File: config.mk
export PLATFORM = sky130hd
export DESIGN_NAME = grf_wb_arbiter
export DESIGN_NICKNAME = d
export VERILOG_FILES = /design/src/rtl/grf_wb_arbiter.sv
export SDC_FILE = /design/constraint.sdc
export NUM_CORES = 1
export LEC_CHECK = 0
export CAP_MARGIN = 30
export CORE_ASPECT_RATIO = 0.6
export CORE_MARGIN = 10
export CORE_UTILIZATION = 45
export CTS_CLUSTER_DIAMETER = 80
export DETAILED_ROUTE_END_ITERATION = 8
export PLACE_DENSITY = 0.75
export SYNTH_ARGS = -nofsm -noshare
export SYNTH_HDL_FRONTEND = slang
export SYNTH_SLANG_ARGS = --single-unit
File: constraint.sdc
create_clock -name clk -period 7.4 [get_ports clk]
set_input_delay 2.22 -clock clk [delete_from_list [all_inputs] [get_ports clk]]
set_output_delay 2.22 -clock clk [all_outputs]
set_load 0.01 [all_outputs]
File: src/rtl/grf_wb_arbiter.sv
// GRF write-port arbiter: shares the single write port between W-stage writeback and the
// long-latency return path, defers losing returns in a FIFO, and scoreboards pending writes.
module grf_wb_arbiter #(
  parameter int unsigned DEPTH    = 2,
  parameter int unsigned MAX_WAIT = 4
) (
  input  logic        clk,
  input  logic        reset,
  // W-stage write request
  input  logic        w_we,
  input  logic [4:0]  w_a3,
  input  logic [31:0] w_wd,
  input  logic [31:0] w_pc,
  input  logic [31:0] w_instr,
  output logic        w_hold,
  // long-latency return
  input  logic        l_valid,
  input  logic [4:0]  l_a3,
  input  logic [31:0] l_wd,
  input  logic [31:0] l_pc,
  input  logic [31:0] l_instr,
  output logic        l_ready,
  // long-op issue and D-stage hazard query
  input  logic        iss_valid,
  input  logic [4:0]  iss_a3,
  input  logic [4:0]  d_a1,
  input  logic [4:0]  d_a2,
  input  logic [4:0]  d_a3,
  output logic        d_stall,
  // GRF write port
  output logic        grf_we,
  output logic [4:0]  grf_a3,
  output logic [31:0] grf_wd,
  output logic [31:0] grf_pc,
  output logic [31:0] grf_instr
);

  localparam int unsigned CntW  = $clog2(DEPTH + 1);
  localparam int unsigned PtrW  = (DEPTH > 1) ? $clog2(DEPTH) : 1;
  localparam int unsigned WaitW = $clog2(MAX_WAIT + 1);

  typedef struct packed {
    logic [4:0]  a3;
    logic [31:0] wd;
    logic [31:0] pc;
    logic [31:0] instr;
  } entry_t;

  typedef enum logic [1:0] {SelNone, SelW, SelFifo, SelPass} sel_e;

  entry_t            mem_q [DEPTH];
  entry_t            mem_d [DEPTH];
  logic [PtrW-1:0]   rd_ptr_q, rd_ptr_d;
  logic [PtrW-1:0]   wr_ptr_q, wr_ptr_d;
  logic [CntW-1:0]   cnt_q, cnt_d;
  logic [WaitW-1:0]  wait_q, wait_d;
  logic [31:0]       busy_q, busy_d;

  logic   fifo_empty, fifo_full;
  logic   w_req, l_acc, l_req, forced;
  logic   push, pop;
  sel_e   sel;
  entry_t head, l_entry, w_entry, sel_entry;
  logic [31:0] clr_vec, busy_eff;

  assign fifo_empty = (cnt_q == '0);
  assign fifo_full  = (cnt_q == CntW'(DEPTH));
  assign head       = mem_q[rd_ptr_q];
  assign l_entry    = '{a3: l_a3, wd: l_wd, pc: l_pc, instr: l_instr};
  assign w_entry    = '{a3: w_a3, wd: w_wd, pc: w_pc, instr: w_instr};

  // Every request is qualified with reset so nothing is selected while reset is held.
  assign l_ready = reset & ~fifo_full;
  assign l_acc   = l_valid & l_ready;
  assign l_req   = l_acc & (l_a3 != 5'd0);
  assign w_req   = reset & w_we & (w_a3 != 5'd0);
  assign forced  = reset & ~fifo_empty & (wait_q == WaitW'(MAX_WAIT));

  always_comb begin
    sel = SelNone;
    if (forced) begin
      sel = SelFifo;
    end else if (w_req) begin
      sel = SelW;
    end else if (reset && !fifo_empty) begin
      sel = SelFifo;
    end else if (l_req) begin
      sel = SelPass;
    end
  end

  assign w_hold = forced & w_req;
  assign pop    = (sel == SelFifo);
  assign push   = l_req & (sel != SelPass);

  always_comb begin
    sel_entry = '0;
    unique case (sel)
      SelW:    sel_entry = w_entry;
      SelFifo: sel_entry = head;
      SelPass: sel_entry = l_entry;
      default: sel_entry = '0;
    endcase
  end

  assign grf_we    = (sel != SelNone);
  assign grf_a3    = sel_entry.a3;
  assign grf_wd    = sel_entry.wd;
  assign grf_pc    = sel_entry.pc;
  assign grf_instr = sel_entry.instr;

  // FIFO next state
  always_comb begin
    for (int i = 0; i < DEPTH; i++) begin
      mem_d[i] = mem_q[i];
    end
    rd_ptr_d = rd_ptr_q;
    wr_ptr_d = wr_ptr_q;
    cnt_d    = cnt_q;
    if (push) begin
      mem_d[wr_ptr_q] = l_entry;
      wr_ptr_d = (wr_ptr_q == PtrW'(DEPTH - 1)) ? '0 : wr_ptr_q + 1'b1;
    end
    if (pop) begin
      rd_ptr_d = (rd_ptr_q == PtrW'(DEPTH - 1)) ? '0 : rd_ptr_q + 1'b1;
    end
    if (push && !pop) begin
      cnt_d = cnt_q + 1'b1;
    end else if (pop && !push) begin
      cnt_d = cnt_q - 1'b1;
    end
  end

  always_comb begin
    wait_d = wait_q;
    if (pop) begin
      wait_d = '0;
    end else if (!fifo_empty && wait_q != WaitW'(MAX_WAIT)) begin
      wait_d = wait_q + 1'b1;
    end
  end

  // Scoreboard: a long write clears its bit, a same-cycle issue to that register re-sets it.
  always_comb begin
    clr_vec = '0;
    if (sel == SelFifo || sel == SelPass) begin
      clr_vec[sel_entry.a3] = 1'b1;
    end
    busy_d = busy_q & ~clr_vec;
    if (iss_valid && iss_a3 != 5'd0) begin
      busy_d[iss_a3] = 1'b1;
    end
    busy_d[0] = 1'b0;
  end

  assign busy_eff = busy_q & ~clr_vec;
  assign d_stall  = reset & (busy_eff[d_a1] | busy_eff[d_a2] | busy_eff[d_a3]);

  always_ff @(posedge clk or negedge reset) begin
    if (!reset) begin
      for (int i = 0; i < DEPTH; i++) begin
        mem_q[i] <= '0;
      end
      rd_ptr_q <= '0;
      wr_ptr_q <= '0;
      cnt_q    <= '0;
      wait_q   <= '0;
      busy_q   <= '0;
    end else begin
      for (int i = 0; i < DEPTH; i++) begin
        mem_q[i] <= mem_d[i];
      end
      rd_ptr_q <= rd_ptr_d;
      wr_ptr_q <= wr_ptr_d;
      cnt_q    <= cnt_d;
      wait_q   <= wait_d;
      busy_q   <= busy_d;
    end
  end

endmodule

==> metrics <==
Synth area leader=dfrtp_1; Slew Viols, Final=0; later-pin clock latency in the skew report=about 0.52 ns; largest net degree at the start of global routing=81; H-tree depth=1; CP max stage delay=~0.57 ns; CTS Buf Count=24; global-route wire length before repair=just under 80 mm; VDD IR-drop max=between 0.0002 and 0.00025 V; CP arrival=~5.7 ns; syn avg cell area=roughly 12 sq um; clock tree buffer depth=3; port buffer count=around 330; number of global-route vias before repair=12.4k; initial antenna violation count=1; Synth cell types=between 70 and 80; # IOs=approximately 330; Async SR Flop Fraction=100%; Gate Count Post-Synth=about 1.1k; Pwr Total=a little over 7 mW; Slew @ Worst Pin=0.984 ns; DRT iter0 DRCs=~1.1k; Yosys top cell area share=between 40% and 50%; Die W=242 um; critical-path cell list=clkbuf_2, or4_4, o2111ai_4, nor2b_4, buf_6, buf_4, a21oi_4, clkinv_4, buf_8, o41ai_1, buf_4, mux2_1, a31oi_1, o211ai_1, a32oi_1, o41a_1, buf_2; Synth area leaders=dfrtp_1 (45%), mux2_2 (17%), mux2i_1 (8.4%), a221o_1 (7.2%), nor3_1 (4.0%); startpoint types=input pin; Die ar.=around 37000 sq um; RSZ-0062 raised after global routing=true; core area=28900 sq um; count leader, synth=dfrtp_1; DRC Markers=0; worst-path maximum fanout=6; Routed WL=roughly 50 mm; DP Worst Slack=-1.14 ns; RePlAce Congestion=1.06; Seq/Total Area, Yosys=between 40% and 50%; DR vias/cell=between 6 and 7; HPWL Detailed=between 30 and 40 mm; share of layout cells above drive strength 1=between 30% and 40%; post-DR wirelength/cell=roughly 26 um; Setup WS post-layout=-0.521 ns; CTS tree=done; Overflow after GRT=0; Tot GR Track Use=between 20% and 30%; Ant. Diodes=0; failing checks=negative setup slack; vias post-DR=12.2k; Hold Crit Class=reg2reg; Final #Nets=between 1.5k and 2k; Sink Count=240; clk slew on worst S/H paths=0.06 ns; Site Rows=between 40 and 50; Fillers=between 2k and 2.5k; Multi-input gate area=7150 sq um; most frequent CP cell=buf_4; height of the chip=153 um; Initial Util=roughly 46%; synthesized flop and latch total=240; Worst Path Required=5.18 ns; fin crit share=107%; Slowest-stage cell, CP=or4_4; min cycle time layout=7.92 ns; Post-synth EDFFs=0; FF+latch area=6010 sq um; CTS root buf=clkbuf_16; ys flop type=dfrtp_1; syn nets=1372; yosys warns=0; final hold violation count=0; skew final=0.00923 ns; PD cells=approximately 370 nW/um^2; Hold WS=between 0.5 and 0.6 ns; final core area utilization=approximately two thirds; WS Path Type=in2out; mapped cell area=around 13000 sq um; CP endpoint kind=output port; Leak Pwr=a little over 8 nW; Area Growth Syn to Fin=46.3%; DR pass1 iterations=7; fmax=between 0.1 and 0.15 GHz; Post-synth top cells=dfrtp_1 (240), mux2_2 (206), mux2i_1 (111), nor3_1 (105), a221o_1 (96); ANT nets after route=0; Max-slew headroom=34.4%; status=complete, but fails checks; # setup viols final=1; max_cap viols=0
==> layout by cell type (no fill, tap or decap), drive strengths merged, types with 6 or more instances in the layout <==
cell           count
clkinv            10
buf              200
nor3             105
o211ai             6
nand3             13
o41ai             27
clkdlybuf4s50    318
nor2b              6
a21oi             10
inv               11
dfrtp            240
mux2             209
a221o             96
nor2              33
clkbuf            39
a31oi             10
nand3b             7
o21ai             49
mux2i            111
nand2             18
nand4              7
==> critical path, delay by kind of cell <==
kind	cells	cell delay (ns)
buffers and inverters	7	1.02
multiplexers	1	0.12
AND/OR/NAND/NOR	2	0.66
AO/OA/AOI/OAI	7	1.66
==> worst paths after layout <==
path | cells past startpoint | to | slack [ns] | start
setup / recovery | 17 | d_stall | -0.52 | l_a3[3]
setup reg to reg | 10 | busy_q[26]$_DFF_PN0_ | 4.13 | cnt_q[0]$_DFFE_PN0P_
min in group asynchronous | 2 | busy_q[2]$_DFF_PN0_ | 1.66 | reset
hold / removal | 1 | mem_q[15]$_DFFE_PN0P_ | 0.50 | mem_q[15]$_DFFE_PN0P_
hold reg to reg | 1 | mem_q[15]$_DFFE_PN0P_ | 0.50 | mem_q[15]$_DFFE_PN0P_
max in group asynchronous | 4 | mem_q[5]$_DFFE_PN0P_ | 3.79 | reset
==> logic make-up after synthesis <==
logic type / after synthesis / share of synthesized area (%)
adder cells (fa/ha/maj): 3 / 0.282
flip-flops: 240 / 45.2
buffers and inverters: 114 / 3.51
multiplexers: 322 / 26.4
XOR/XNOR: 7 / 0.461
AND/OR/NAND/NOR: 214 / 8.26
AO/OA/AOI/OAI: 242 / 15.9
==> state kept, by name, summed over array words and instances (netlist names) <==
name / flops
wait_q: 3
cnt_q: 2
wr_ptr_q: 1
rd_ptr_q: 1
mem_q: 202
busy_q: 31
==> final cells by class <==
class | instances | area share, %
Tap cell | 400 | 2.57
Timing Repair Buffer | 526 | 25.4
Inverter | 15 | 0.380
Sequential cell | 240 | 30.9
Clock inverter | 6 | 0.212
Clock buffer | 34 | 3.75
Multi-Input combinational cell | 788 | 36.7
==> report_power, final <==
part	total (mW)	leakage (nW)	internal, mW	switching (mW)
clock network	1.20	0.385	0.685	0.512
logic	3.63	4.90	1.99	1.64
registers	2.35	2.86	1.98	0.378
==> per-layer routing <==
layer	up-vias	GRT usage (%)	routed length (um)
met5	-	2.13	122
met4	4	6.29	1360
met3	104	8.81	4980
met2	566	39.6	22500
met1	6107	35.3	22300
li1	5372	-	-
==> per-stage QoR <==
stage	TNS, ns	instance area (sq um)	cells
floorplan	0	13300	1142
global placement	-27.55	17900	1920
detailed placement	-32.36	17900	1920
CTS	-0.356	19100	1989
global route	-0.548	19400	2009
finish	-0.521	19400	2009
==> timing repair <==
action                                 4_1_cts  5_1_grt
setup endpoints to repair                   91       90
pin swaps                                   20       27
gates resized for setup                     81       43
endpoints found under the hold margin        0        0
hold buffers                                 0        0
gates cloned                                 1        0
buffers inserted                            28       20
(Power assumes the default switching activity.)
